==> src/rtl/shared_bus_rr_if.sv <==
`default_nettype none
// +--------------------------------------------------------------------------+
// | shared_bus_rr_if                                                         |
// | Master-side and slave-side signal bundle of the shared round-robin bus.  |
// | Revision: 1.0                                                            |
// +--------------------------------------------------------------------------+
interface shared_bus_rr_if #(
    parameter int NUM_MASTERS = 4,
    parameter int NUM_SLAVES  = 8,
    parameter int ADDR_W      = 30,
    parameter int DATA_W      = 32
);
    logic [NUM_MASTERS-1:0]        m_req_;
    logic [NUM_MASTERS-1:0]        m_grnt_;
    logic [NUM_MASTERS*ADDR_W-1:0] m_addr;
    logic [NUM_MASTERS-1:0]        m_as_;
    logic [NUM_MASTERS-1:0]        m_rw;
    logic [NUM_MASTERS*DATA_W-1:0] m_wr_data;
    logic [ADDR_W-1:0]             s_addr;
    logic                          s_as_;
    logic                          s_rw;
    logic [DATA_W-1:0]             s_wr_data;
    logic [NUM_SLAVES-1:0]         s_cs_;
    logic [NUM_SLAVES*DATA_W-1:0]  s_rd_data;
    logic [NUM_SLAVES-1:0]         s_rdy_;
    logic [DATA_W-1:0]             m_rd_data;
    logic                          m_rdy_;
    logic                          bus_err;
    logic [2:0]                    err_master;

    // Interconnect view
    modport slave (
        input  m_req_, m_addr, m_as_, m_rw, m_wr_data, s_rd_data, s_rdy_,
        output m_grnt_, s_addr, s_as_, s_rw, s_wr_data, s_cs_,
               m_rd_data, m_rdy_, bus_err, err_master
    );

    // Environment view: the masters and slaves attached to the bus
    modport master (
        output m_req_, m_addr, m_as_, m_rw, m_wr_data, s_rd_data, s_rdy_,
        input  m_grnt_, s_addr, s_as_, s_rw, s_wr_data, s_cs_,
               m_rd_data, m_rdy_, bus_err, err_master
    );
endinterface
`default_nettype wire

==> src/rtl/shared_bus_rr.sv <==
`default_nettype none
// +--------------------------------------------------------------------------+
// | shared_bus_rr                                                            |
// | Round-robin arbitrated shared bus with address decode, unmapped-address  |
// | error response and access-timeout watchdog.                              |
// | Revision: 1.0                                                            |
// +--------------------------------------------------------------------------+
module shared_bus_rr #(
    parameter int NUM_MASTERS = 4,
    parameter int NUM_SLAVES  = 8,
    parameter int ADDR_W      = 30,
    parameter int DATA_W      = 32,
    parameter int SEL_W       = 3,
    parameter int TIMEOUT     = 255
) (
    input  logic           clk,
    input  logic           reset_,
    shared_bus_rr_if.slave bus
);
    localparam int MIDX_W = (NUM_MASTERS > 1) ? $clog2(NUM_MASTERS) : 1;
    localparam int WCNT_W = (TIMEOUT > 0) ? $clog2(TIMEOUT + 1) : 1;

    localparam logic [MIDX_W-1:0] c_LAST_MASTER = MIDX_W'(NUM_MASTERS - 1);
    localparam logic [WCNT_W-1:0] c_WCNT_LIMIT  = WCNT_W'(TIMEOUT);

    localparam logic [0:0] c_IDLE  = 1'b0;
    localparam logic [0:0] c_OWNED = 1'b1;

    logic [0:0]             r_state;
    logic [MIDX_W-1:0]      r_owner;
    logic [MIDX_W-1:0]      r_rr;
    logic [NUM_MASTERS-1:0] r_grnt_;
    logic [WCNT_W-1:0]      r_wcnt;
    logic [2:0]             r_errMaster;

    logic                   w_owned;
    logic [NUM_MASTERS-1:0] w_reqActive;
    logic [NUM_MASTERS-1:0] w_cand;
    logic [MIDX_W-1:0]      w_ownerNext;
    logic [MIDX_W-1:0]      w_searchStart;
    logic                   w_hitHi;
    logic                   w_hitAny;
    logic [MIDX_W-1:0]      w_pickHi;
    logic [MIDX_W-1:0]      w_pickAny;
    logic [MIDX_W-1:0]      w_pick;
    logic [NUM_MASTERS-1:0] w_pickOneHot;
    logic                   w_release;

    logic [ADDR_W-1:0]      w_sAddr;
    logic                   w_sAs_;
    logic                   w_sRw;
    logic [DATA_W-1:0]      w_sWrData;
    logic [SEL_W-1:0]       w_sIdx;
    logic [SEL_W-1:0]       w_safeIdx;
    logic                   w_mapped;
    logic [NUM_SLAVES-1:0]  w_cs_;
    logic [DATA_W-1:0]      w_slvData;
    logic                   w_slvRdy_;
    logic                   w_pending;
    logic                   w_timeout;
    logic                   w_unmapped;
    logic                   w_err;
    logic [DATA_W-1:0]      w_rdData;
    logic                   w_rdy_;

    assign w_owned       = (r_state == c_OWNED);
    assign w_reqActive   = ~bus.m_req_;
    assign w_ownerNext   = (r_owner == c_LAST_MASTER) ? '0 : r_owner + 1'b1;
    assign w_searchStart = w_owned ? w_ownerNext : r_rr;
    assign w_release     = w_owned && !w_reqActive[r_owner];

    // Wrapping search: lowest candidate at or above the start index wins,
    // otherwise the lowest candidate overall.
    always_comb begin
        w_cand    = '0;
        w_hitHi   = 1'b0;
        w_hitAny  = 1'b0;
        w_pickHi  = '0;
        w_pickAny = '0;
        for (int i = NUM_MASTERS - 1; i >= 0; i--) begin
            w_cand[i] = w_reqActive[i] && !(w_owned && (r_owner == MIDX_W'(i)));
            if (w_cand[i]) begin
                w_hitAny  = 1'b1;
                w_pickAny = MIDX_W'(i);
                if (MIDX_W'(i) >= w_searchStart) begin
                    w_hitHi  = 1'b1;
                    w_pickHi = MIDX_W'(i);
                end
            end
        end
    end

    assign w_pick       = w_hitHi ? w_pickHi : w_pickAny;
    assign w_pickOneHot = NUM_MASTERS'(1) << w_pick;

    always_comb begin
        w_sAddr   = '0;
        w_sAs_    = 1'b1;
        w_sRw     = 1'b1;
        w_sWrData = '0;
        if (w_owned) begin
            w_sAddr   = bus.m_addr[int'(r_owner)*ADDR_W +: ADDR_W];
            w_sAs_    = bus.m_as_[r_owner];
            w_sRw     = bus.m_rw[r_owner];
            w_sWrData = bus.m_wr_data[int'(r_owner)*DATA_W +: DATA_W];
        end
    end

    assign w_sIdx    = w_sAddr[ADDR_W-1 -: SEL_W];
    assign w_mapped  = (int'(w_sIdx) < NUM_SLAVES);
    // Keeps the return-path select in range when the index is unmapped
    assign w_safeIdx = w_mapped ? w_sIdx : '0;
    assign w_slvData = bus.s_rd_data[int'(w_safeIdx)*DATA_W +: DATA_W];
    assign w_slvRdy_ = bus.s_rdy_[w_safeIdx];

    always_comb begin
        w_cs_ = '1;
        for (int i = 0; i < NUM_SLAVES; i++) begin
            if (w_owned && w_mapped && (w_sIdx == SEL_W'(i))) begin
                w_cs_[i] = 1'b0;
            end
        end
    end

    // A slave ready in the limit cycle is never pending, so it beats the timeout
    assign w_pending  = w_owned && !w_sAs_ && w_mapped && w_slvRdy_;
    assign w_timeout  = (TIMEOUT != 0) && w_pending && (r_wcnt == c_WCNT_LIMIT);
    assign w_unmapped = w_owned && !w_sAs_ && !w_mapped;
    assign w_err      = w_timeout || w_unmapped;

    always_comb begin
        w_rdData = '0;
        w_rdy_   = 1'b1;
        if (w_err) begin
            w_rdy_ = 1'b0;
        end else if (w_owned && w_mapped) begin
            w_rdData = w_slvData;
            w_rdy_   = w_slvRdy_;
        end
    end

    always_ff @(posedge clk) begin
        if (reset_) begin
            r_state     <= c_IDLE;
            r_owner     <= '0;
            r_rr        <= '0;
            r_grnt_     <= '1;
            r_wcnt      <= '0;
            r_errMaster <= '0;
        end else begin
            case (r_state)
                c_IDLE: begin
                    if (w_hitAny) begin
                        r_state <= c_OWNED;
                        r_owner <= w_pick;
                        r_grnt_ <= ~w_pickOneHot;
                    end
                end
                c_OWNED: begin
                    if (w_release) begin
                        r_rr <= w_ownerNext;
                        if (w_hitAny) begin
                            r_owner <= w_pick;
                            r_grnt_ <= ~w_pickOneHot;
                        end else begin
                            r_state <= c_IDLE;
                            r_grnt_ <= '1;
                        end
                    end
                end
                default: begin
                    r_state <= c_IDLE;
                    r_grnt_ <= '1;
                end
            endcase

            if ((TIMEOUT == 0) || w_release || !w_pending || w_timeout) begin
                r_wcnt <= '0;
            end else begin
                r_wcnt <= r_wcnt + 1'b1;
            end

            if (w_err) begin
                r_errMaster <= 3'(r_owner);
            end
        end
    end

    assign bus.m_grnt_    = r_grnt_;
    assign bus.s_addr     = w_sAddr;
    assign bus.s_as_      = w_sAs_;
    assign bus.s_rw       = w_sRw;
    assign bus.s_wr_data  = w_sWrData;
    assign bus.s_cs_      = w_cs_;
    assign bus.m_rd_data  = w_rdData;
    assign bus.m_rdy_     = w_rdy_;
    assign bus.bus_err    = w_err;
    assign bus.err_master = r_errMaster;
endmodule
`default_nettype wire

==> src/flat_wrapper.sv <==
// flat-port wrapper written by rule: the top's interface ports become plain ports
module shared_bus_rr_flat 
#(
    parameter int NUM_MASTERS = 4,
    parameter int NUM_SLAVES  = 8,
    parameter int ADDR_W      = 30,
    parameter int DATA_W      = 32,
    parameter int SEL_W       = 3,
    parameter int TIMEOUT     = 255
)
  (clk, reset_, bus_m_req_, bus_m_addr, bus_m_as_, bus_m_rw, bus_m_wr_data, bus_s_rd_data, bus_s_rdy_, bus_m_grnt_, bus_s_addr, bus_s_as_, bus_s_rw, bus_s_wr_data, bus_s_cs_, bus_m_rd_data, bus_m_rdy_, bus_bus_err, bus_err_master);
  shared_bus_rr_if #(.NUM_MASTERS(NUM_MASTERS), .NUM_SLAVES(NUM_SLAVES), .ADDR_W(ADDR_W), .DATA_W(DATA_W)) bus_i ();
  input  logic clk;
  input  logic reset_;
  input wire logic [$bits(bus_i.m_req_)-1:0] bus_m_req_;
  input wire logic [$bits(bus_i.m_addr)-1:0] bus_m_addr;
  input wire logic [$bits(bus_i.m_as_)-1:0] bus_m_as_;
  input wire logic [$bits(bus_i.m_rw)-1:0] bus_m_rw;
  input wire logic [$bits(bus_i.m_wr_data)-1:0] bus_m_wr_data;
  input wire logic [$bits(bus_i.s_rd_data)-1:0] bus_s_rd_data;
  input wire logic [$bits(bus_i.s_rdy_)-1:0] bus_s_rdy_;
  output wire logic [$bits(bus_i.m_grnt_)-1:0] bus_m_grnt_;
  output wire logic [$bits(bus_i.s_addr)-1:0] bus_s_addr;
  output wire logic [$bits(bus_i.s_as_)-1:0] bus_s_as_;
  output wire logic [$bits(bus_i.s_rw)-1:0] bus_s_rw;
  output wire logic [$bits(bus_i.s_wr_data)-1:0] bus_s_wr_data;
  output wire logic [$bits(bus_i.s_cs_)-1:0] bus_s_cs_;
  output wire logic [$bits(bus_i.m_rd_data)-1:0] bus_m_rd_data;
  output wire logic [$bits(bus_i.m_rdy_)-1:0] bus_m_rdy_;
  output wire logic [$bits(bus_i.bus_err)-1:0] bus_bus_err;
  output wire logic [$bits(bus_i.err_master)-1:0] bus_err_master;
  assign bus_i.m_req_ = bus_m_req_;
  assign bus_i.m_addr = bus_m_addr;
  assign bus_i.m_as_ = bus_m_as_;
  assign bus_i.m_rw = bus_m_rw;
  assign bus_i.m_wr_data = bus_m_wr_data;
  assign bus_i.s_rd_data = bus_s_rd_data;
  assign bus_i.s_rdy_ = bus_s_rdy_;
  assign bus_m_grnt_ = bus_i.m_grnt_;
  assign bus_s_addr = bus_i.s_addr;
  assign bus_s_as_ = bus_i.s_as_;
  assign bus_s_rw = bus_i.s_rw;
  assign bus_s_wr_data = bus_i.s_wr_data;
  assign bus_s_cs_ = bus_i.s_cs_;
  assign bus_m_rd_data = bus_i.m_rd_data;
  assign bus_m_rdy_ = bus_i.m_rdy_;
  assign bus_bus_err = bus_i.bus_err;
  assign bus_err_master = bus_i.err_master;
  shared_bus_rr #(.NUM_MASTERS(NUM_MASTERS), .NUM_SLAVES(NUM_SLAVES), .ADDR_W(ADDR_W), .DATA_W(DATA_W), .SEL_W(SEL_W), .TIMEOUT(TIMEOUT)) u_core (.clk(clk), .reset_(reset_), .bus(bus_i));
endmodule
==> config.mk <==
export PLATFORM = sky130hd
export DESIGN_NAME = shared_bus_rr_flat
export DESIGN_NICKNAME = d
export VERILOG_FILES = /design/src/rtl/shared_bus_rr_if.sv /design/src/rtl/shared_bus_rr.sv /design/src/flat_wrapper.sv
export SDC_FILE = /design/constraint.sdc
export NUM_CORES = 1
export LEC_CHECK = 0
export BUFFER_PORTS_ARGS = -buffer_cell sky130_fd_sc_hd__buf_2
export CORE_AREA = 2 2 248 250
export CTS_CLUSTER_SIZE = 14
export DETAILED_ROUTE_END_ITERATION = 16
export DIE_AREA = 0 0 250 252
export GPL_ROUTABILITY_DRIVEN = 0
export GPL_TIMING_DRIVEN = 0
export HOLD_SLACK_MARGIN = 0.03
export PLACE_DENSITY = 0.3
export SYNTH_ARGS = -nofsm -noshare
export SYNTH_HDL_FRONTEND = slang
export SYNTH_SLANG_ARGS = --single-unit
==> constraint.sdc <==
create_clock -name clk -period 3.7 [get_ports clk]
set_clock_uncertainty 0.05 [all_clocks]
set_input_delay 0.74 -clock clk [delete_from_list [all_inputs] [get_ports clk]]
set_output_delay 0.74 -clock clk [all_outputs]
set_load 0.03 [all_outputs]
==> reports/metrics.cfg, run 1 <==
[cts]
htreeDepth=1
clock_latency_ns=0.25
cts_tree=yes
numCtsBuffers=3
holdBufCountCts=0
cts.sinks=19
clk_pin_slew_worst_paths_ns=0.05
cts_root_buf=clkbuf_16
clockBufferDepth=2

[synthesis]
postSynthAreaPerCell_sq_um=8.706
ys_async_sr_fraction=0
synth_seq_cells=19
yosysWarnings=0
synth_ff_type=dfxtp_1
synthDominantCellAreaShare=0.2758
synth_edf_count=0
syn_nets=1150
yosysTopAreaCell=mux4_2
synthTopCellsByArea=mux4_2 (28%), mux2i_1 (9.1%), and2_1 (7.1%)
syn-instance-count=619
ys_types=53
ys_seq_area_frac=0.07058
syn_area_sq_um=5389

[sta]
rsz0062_at_grt=true
worst_pin_slew_ns=0.9266
fin_crit_sh=1.035
layout_setup_ws_ns=-0.1288
hold_viol=0
finalSetupViolCount=31
maxSlewHeadroom=0.3823
finalCriticalPeriod_ns=3.829
timing.fmax_mhz=261.2
slew_viol_final=0

[worst_setup_path]
crit_path_end_kind=output port
crit_arrival_ns=3.04
path_class=in -> out
crit_start=bus_m_addr[117]
crit_required_ns=2.91
cp_max_fo=10
cp-start-kind=primary input
r2r-start=u_core.r_owner[0]$_SDFFE_PP0P_

[global_route]
grt.total_usage=0.1539
grt_max_degree=20
antenna_found_initial=29
grt_pass1_wl_mm=68.80
overflow=0
grt_pass1_vias=8726

[pwr]
power.total_uw=2939
ir_drop_mv=0.09570
power.density_nw_per_um2=286.0
leakagePower_uw=0.004646

[detailed_routing]
dr.pass1.iters=4
ant_nets=0
drt_drc_violations_left=0
wl_mm=51.33
vias_per_cell=3.977
drt_iter0_markers=350
vias=8193
wl_per_cell_um=24.92

[status]
status=complete, but fails checks
violations=negative setup slack

[cells_and_area]
layout-drive-gt1-share=0.6491
fillers=7006
final_cell_area_sq_um=10280
final_common_cell=buf_2
mostFrequentLayoutCells=buf_2 (617), mux4_2 (66), and2_1 (59)
areaGrowthSynthToFinish_pct=90.69
nets=1803

[die]
dieWidth_um=250
dieArea_sq_um=63000
core_area_sq_um=60130
fp-row-count=90
start_util=0.08962
die_y_um=252
ios=639

[placement]
pre_cts_slack_ns=-1.175
io_buffers=637
placed_area_sq_um=9555
dp_hpwl_mm=46.21

[worst_hold_path]
hold_path_class=reg -> reg
hold_start=u_core.r_wcnt[0]$_SDFF_PP0_

[job]
timing.max_cap.violations=0

==> registers in the layout, indices dropped and copies added, names as in the netlist <==
name / flops
u_core.bus.m_grnt_: 4
u_core.r_state: 1
u_core.r_owner: 2
u_core.bus.err_master: 2
u_core.r_rr: 2
u_core.r_wcnt: 8
==> worst max-delay path, cell delays in order <==
cell and delay, ns:
buf_6 0.09, mux4_2 0.60, buf_12 0.18, mux4_2 0.47
a22oi_4 0.20, nor2_4 0.11, buf_12 0.15, buf_12 0.15
a21oi_4 0.15, buf_6 0.15
==> where the power goes <==
part | internal, uW | switching (uW)
registers | 218 | 12.8
clock network | 146 | 80.4
logic | 1040 | 1440
==> synth_stat cells, types with 3 or more instances <==
cell	number
o2111ai_1	28
clkbuf_1	35
nor2b_1	3
o221ai_1	19
buf_1	12
buf_6	6
o211ai_1	13
buf_2	19
o21ai_0	8
mux2i_1	49
a21o_1	17
nor2_1	44
nand2_1	25
a21oi_1	54
nand3b_1	3
inv_1	4
nand3_1	9
nor2_2	4
nor3_1	4
and2_1	61
mux4_2	66
dfxtp_1	19
or2_2	3
o22ai_1	21
o2bb2ai_1	17
buf_4	4
ha_1	5
a21oi_2	25
nand2b_1	7
xor2_1	3
xnor2_1	3
==> metrics by stage <==
stage          setup TNS (ns)  utilization  cells  hold slack, ns
3_5_place_dp           -71.58       0.1589   2038          0.4067
5_1_grt                -5.142       0.1707   2056          0.4543
2_1_floorplan               0            -    619          0.3797
4_1_cts                -5.223       0.1686   2051          0.4194
3_3_place_gp           -70.36       0.1589   2038          0.4019
6_report               -2.582       0.1709   2060          0.4133
==> cells by family (layout without fill, tap and decap cells) <==
family	count (synthesis)	count (layout)	share of synthesized area
XOR/XNOR	6	6	0.009753
multiplexers	115	115	0.3668
AND/OR/NAND/NOR	177	177	0.1744
AO/OA/AOI/OAI	216	216	0.2949
adder cells (fa/ha/maj)	5	5	0.01161
other	1	8	0.0006959
flip-flops	19	19	0.07058
buffers and inverters	80	732	0.07128
==> area by class of cell <==
cell class,instances,area [sq um],share of cell area
diodes,7,17.52,0.001705
plain buffers,73,478.0,0.04651
clock buffers,3,75.07,0.007305
clock inverters,1,7.507,0.0007305
inverters,4,15.01,0.001461
multi-input cells,520,4766,0.4638
flip-flops and latches,19,385.4,0.03750
well taps,782,978.4,0.09521
repair buffers,651,3553,0.3458
==> worst paths after layout <==
check | end | slack (ns) | cells after the start
min reg2reg | u_core.r_wcnt[0]$_SDFF_PP0_ | 0.41 | 1
min | u_core.r_wcnt[0]$_SDFF_PP0_ | 0.41 | 1
max | bus_m_rd_data[11] | -0.13 | 10
max reg2reg | u_core.bus.m_grnt_[1]$_SDFFE_PP1P_ | 0.33 | 12
==> per-layer routing <==
| layer | wire length, um | GRT usage | up-vias | part of all wire |
|---|---|---|---|---|
| met3 | 3399 | 0.03157 | 72 | 0.066 |
| met5 | 106 | 0 | - | 0.0021 |
| li1 | - | - | 3766 | - |
| met4 | 972 | 0.02036 | 16 | 0.019 |
| met1 | 18310 | 0.1623 | 3885 | 0.36 |
| met2 | 28540 | 0.3156 | 454 | 0.56 |
==> what timing repair did <==
item	in CTS	in global routing
buffers inserted	11	3
setup endpoints to repair	106	52
cloned	1	0
gates resized for setup	123	40
pin swaps	4	3
No activity file was read; power rests on OpenSTA's default activity.
==> run 2, diff against run 1 <==
--- a/config.mk
+++ b/config.mk
@@ -5,15 +5,16 @@
 export SDC_FILE = /design/constraint.sdc
 export NUM_CORES = 1
 export LEC_CHECK = 0
+export ABC_AREA = 1
 export BUFFER_PORTS_ARGS = -buffer_cell sky130_fd_sc_hd__buf_2
-export CORE_AREA = 2 2 248 250
+export CORE_AREA = 2 2 247 249
 export CTS_CLUSTER_SIZE = 14
 export DETAILED_ROUTE_END_ITERATION = 16
-export DIE_AREA = 0 0 250 252
+export DIE_AREA = 0 0 249 251
 export GPL_ROUTABILITY_DRIVEN = 0
 export GPL_TIMING_DRIVEN = 0
 export HOLD_SLACK_MARGIN = 0.03
-export PLACE_DENSITY = 0.3
+export PLACE_DENSITY = 0.31
 export SYNTH_ARGS = -nofsm -noshare
 export SYNTH_HDL_FRONTEND = slang
 export SYNTH_SLANG_ARGS = --single-unit
==> run 2 against run 1 <==
The flow now finishes without violations. Routed wire length decreased by 1.9%. Setup slack improved by 0.23 ns. Clock-buffer cell count is 1 higher. Register-to-register slack better by 0.06 ns. Area after synthesis grew 8.1%. Utilization barely moved. Via count rose by 27%. Fmax grew 6.5%. Cell count grew 28%. Sequential share of layout area is essentially flat. First-iteration DRC count increased by 77%.
==> reports/metrics.cfg, run 2 <==
[status]
status=complete, no violations

[cells_and_area]
final_common_cell=buf_2
multi_input_area_sq_um=4549  ; -4.5%
mostFrequentLayoutCells=buf_2 (660), nor2_1 (370), nand2_1 (159)
layout-drive-gt1-share=0.4228  ; -0.2263
fillers=7187  ; +2.6%
regMostFlops=u_core.r_wcnt
nets=2365  ; +31%
largest_reg_flops=8  ; unchanged
areaGrowthSynthToFinish_pct=75.61
final-seq-area_sq_um=382.9  ; -0.65%

[sta]
finalSetupViolCount=0  ; -100%
worst_pin_slew_ns=0.8361  ; -0.09043 ns
maxSlewHeadroom=0.4355  ; +0.05321
rsz0062_at_grt=true
slew_viol_final=0  ; unchanged
hold_viol=0  ; unchanged
finalCriticalPeriod_ns=3.594  ; -0.2350 ns
fin_tns_setup_ns=0  ; +2.582 ns
fin_crit_sh=0.9713  ; -0.06350
layout_setup_ws_ns=0.1061  ; +0.2350 ns
timing.fmax_mhz=278.3  ; +6.5%

[cts]
holdBufCountCts=0  ; unchanged
clockBufferDepth=2  ; unchanged
numCtsBuffers=3  ; unchanged
clock_latency_ns=0.25  ; about the same
cts_tree=yes
cts_root_buf=clkbuf_16
clk_pin_slew_worst_paths_ns=0.06  ; about the same
htreeDepth=1  ; unchanged
cts.sinks=19  ; unchanged

[synthesis]
syn_nets=1718  ; +49%
synth_commonest_cells=nor2_1 (370), nand2_1 (160), o21ai_0 (143)
synth_ff_type=dfxtp_1
yosysTopAreaCell=nor2_1
synth_edf_count=0  ; unchanged
syn_area_sq_um=5828  ; +8.1%
syn-instance-count=1187  ; +92%
synth_seq_cells=19  ; unchanged
yosysMostFrequentCell=nor2_1
postSynthAreaPerCell_sq_um=4.910  ; -44%
synthDominantCellAreaShare=0.2383  ; -0.03753
ys_types=38  ; -28%
yosysWarnings=0  ; unchanged
synthTopCellsByArea=nor2_1 (24%), o21ai_0 (12%), nand2_1 (10%)
ys_seq_area_frac=0.06526  ; -0.005319
ys_async_sr_fraction=0  ; unchanged

[worst_setup_path]
path_class=reg -> out
r2r_end=u_core.bus.m_grnt_[2]$_SDFFE_PP1P_
regToRegSetupSlack_ns=0.39  ; +0.06 ns
crit_path_end=bus_m_rd_data[30]
crit_required_ns=2.91  ; about the same
reg2regPathDepth=17  ; +5
cp_max_fo=10  ; unchanged
cp-start-kind=register
r2r-start=u_core.r_owner[0]$_SDFFE_PP0P_
critPathMaxStageDelay_ns=0.36  ; -0.24 ns
crit_arrival_ns=2.80  ; -0.24 ns
crit_start=u_core.r_owner[0]$_SDFFE_PP0P_
crit_path_end_kind=output port
crit_slowest_cell=dfxtp_2
crit_top_cell=nand2_2
path_cells=buf_8 > inv_4 > buf_6 > nand2_2 > nand3_4 > nand2_2 > nor2_4 > nand2_2 > buf_6 > buf_8 > nor2_1 > nor3_2 > o211ai_1 > nand2_1 > nand2_1 > inv_2 > buf_2

[detailed_routing]
wl_mm=50.38  ; -1.9%
drt_drc_violations_left=0  ; unchanged
wl_per_cell_um=19.16  ; -23%
dr.pass1.iters=5  ; +1
vias=10390  ; +27%
ant_nets=0  ; unchanged
drt_iter0_markers=621  ; +77%
vias_per_cell=3.954  ; -0.59%

[die]
ios=639  ; unchanged
dieWidth_um=249  ; -0.40%
core_area_sq_um=59790  ; -0.56%
die_y_um=251  ; -0.40%
dieArea_sq_um=62500  ; -0.80%
start_util=0.09747  ; +0.007851
fp-row-count=90  ; unchanged

[placement]
pre_cts_slack_ns=-0.3512  ; +0.8233 ns
io_buffers=637  ; unchanged
dp_hpwl_mm=43.60  ; -5.7%

[global_route]
antenna_found_initial=20  ; -31%
grt.total_usage=0.1516  ; -0.002275
grt_pass1_vias=10470  ; +20%
grt_max_degree=12  ; -40%
overflow=0  ; unchanged
grt_pass1_wl_mm=70.55  ; +2.5%

[pwr]
power.density_nw_per_um2=410.2  ; +43%
p_sw_uw=2656  ; +73%
p_int_uw=1542  ; +9.9%
power_frac_clock=0.053  ; -0.024
seq_power_share=0.060  ; -0.018
leakagePower_uw=0.005441  ; +17%
switching_share=0.6326  ; +0.1101
ir_drop_mv=0.1162  ; +21%
p_comb_frac=0.888  ; +0.043

[worst_hold_path]
hold_path_class=reg -> reg
min_path_cells=1  ; unchanged

[job]
timing.max_cap.violations=0  ; unchanged

==> run 2: cell count changes in the layout (fill, tap and decap cells not counted), moves of 58 or more <==
cell,delta
and2_1,-58
o21ai_0,+135
mux4_2,-66
nor2_1,+327
inv_1,+101
nand2_1,+134
==> run 2: worst min path at each step <==
| stage | end | slack, ns | start |
|---|---|---|---|
| after global routing | u_core.r_wcnt[0]$_SDFF_PP0_ | 0.41 | u_core.r_wcnt[0]$_SDFF_PP0_ |
| after detailed placement | u_core.r_wcnt[0]$_SDFF_PP0_ | 0.38 | u_core.r_wcnt[0]$_SDFF_PP0_ |
| after floorplan | u_core.r_wcnt[0]$_SDFF_PP0_ | 0.37 | u_core.r_wcnt[0]$_SDFF_PP0_ |
| after global placement | u_core.r_wcnt[0]$_SDFF_PP0_ | 0.38 | u_core.r_wcnt[0]$_SDFF_PP0_ |
| final | u_core.r_wcnt[0]$_SDFF_PP0_ | 0.39 | u_core.r_wcnt[0]$_SDFF_PP0_ |
| after CTS | u_core.r_wcnt[0]$_SDFF_PP0_ | 0.40 | u_core.r_wcnt[0]$_SDFF_PP0_ |
==> run 2: kinds of logic (layout without fill, tap and decap cells) <==
group,count (synthesis),in the layout,synth area share
and+or+nand+nor,658,658,0.4802
AOI/OAI and AO/OA,290,290,0.2737
buffers and inverters,208,854,0.1604
DFF,19,19,0.06526
xor gates and xnor gates,6,6,0.009017
adders and majority gates,5,5,0.01073
other,1,15,0.0006434
==> run 2: what timing repair did <==
action | CTS | global route
gates resized for setup | 19 | 14
endpoints found under the setup margin | 43 | 35
setup buffers | 6 | 0
pin swaps | 3 | 2
==> run 2: power groups by stage <==
stage | Combinational (uW) | Sequential (uW) | Clock [uW]
2_1_floorplan | 2260 | 262 | 0
3_3_place_gp | 3720 | 252 | 0
3_5_place_dp | 3710 | 252 | 0
4_1_cts | 3760 | 251 | 229
5_1_grt | 4080 | 254 | 238
6_report | 3730 | 250 | 221
==> run 2: critical path, delay by kind of cell, from the launching register on <==
family          cells  cell delay (ns)
simple gates        9             1.03
buf+inv             7             0.99
flops               1             0.36
compound gates      1             0.14
==> run 2: area by class of cell <==
type	instances	share of cell area
Multi-Input combinational cell	960	0.4445
Timing Repair Buffer	643	0.3159
Tap cell	782	0.09560
Buffer	90	0.05171
Inverter	117	0.04377
Sequential cell	19	0.03741
Clock buffer	4	0.007702
Antenna cell	14	0.003423
==> run 2: per-layer routing <==
layer / up-vias / part of all wire / track usage
li1: 5146 / - / -
met1: 4657 / 0.40 / 0.1722
met2: 511 / 0.50 / 0.2779
met3: 72 / 0.070 / 0.03489
met4: 8 / 0.032 / 0.05091
met5: - / 0.0011 / 0
==> run 2: per-stage QoR <==
stage | instance area (sq um) | power [uW] | instances | util | hold slack (ns)
4_1_cts | 10170 | 4243 | 2615 | 0.1701 | 0.3951
6_report | 10230 | 4199 | 2629 | 0.1712 | 0.3905
2_1_floorplan | 5828 | 2527 | 1187 | - | 0.3675
3_5_place_dp | 9995 | 3962 | 2606 | 0.1671 | 0.3827
5_1_grt | 10230 | 4575 | 2626 | 0.1710 | 0.4082
3_3_place_gp | 9995 | 3974 | 2606 | 0.1671 | 0.3834
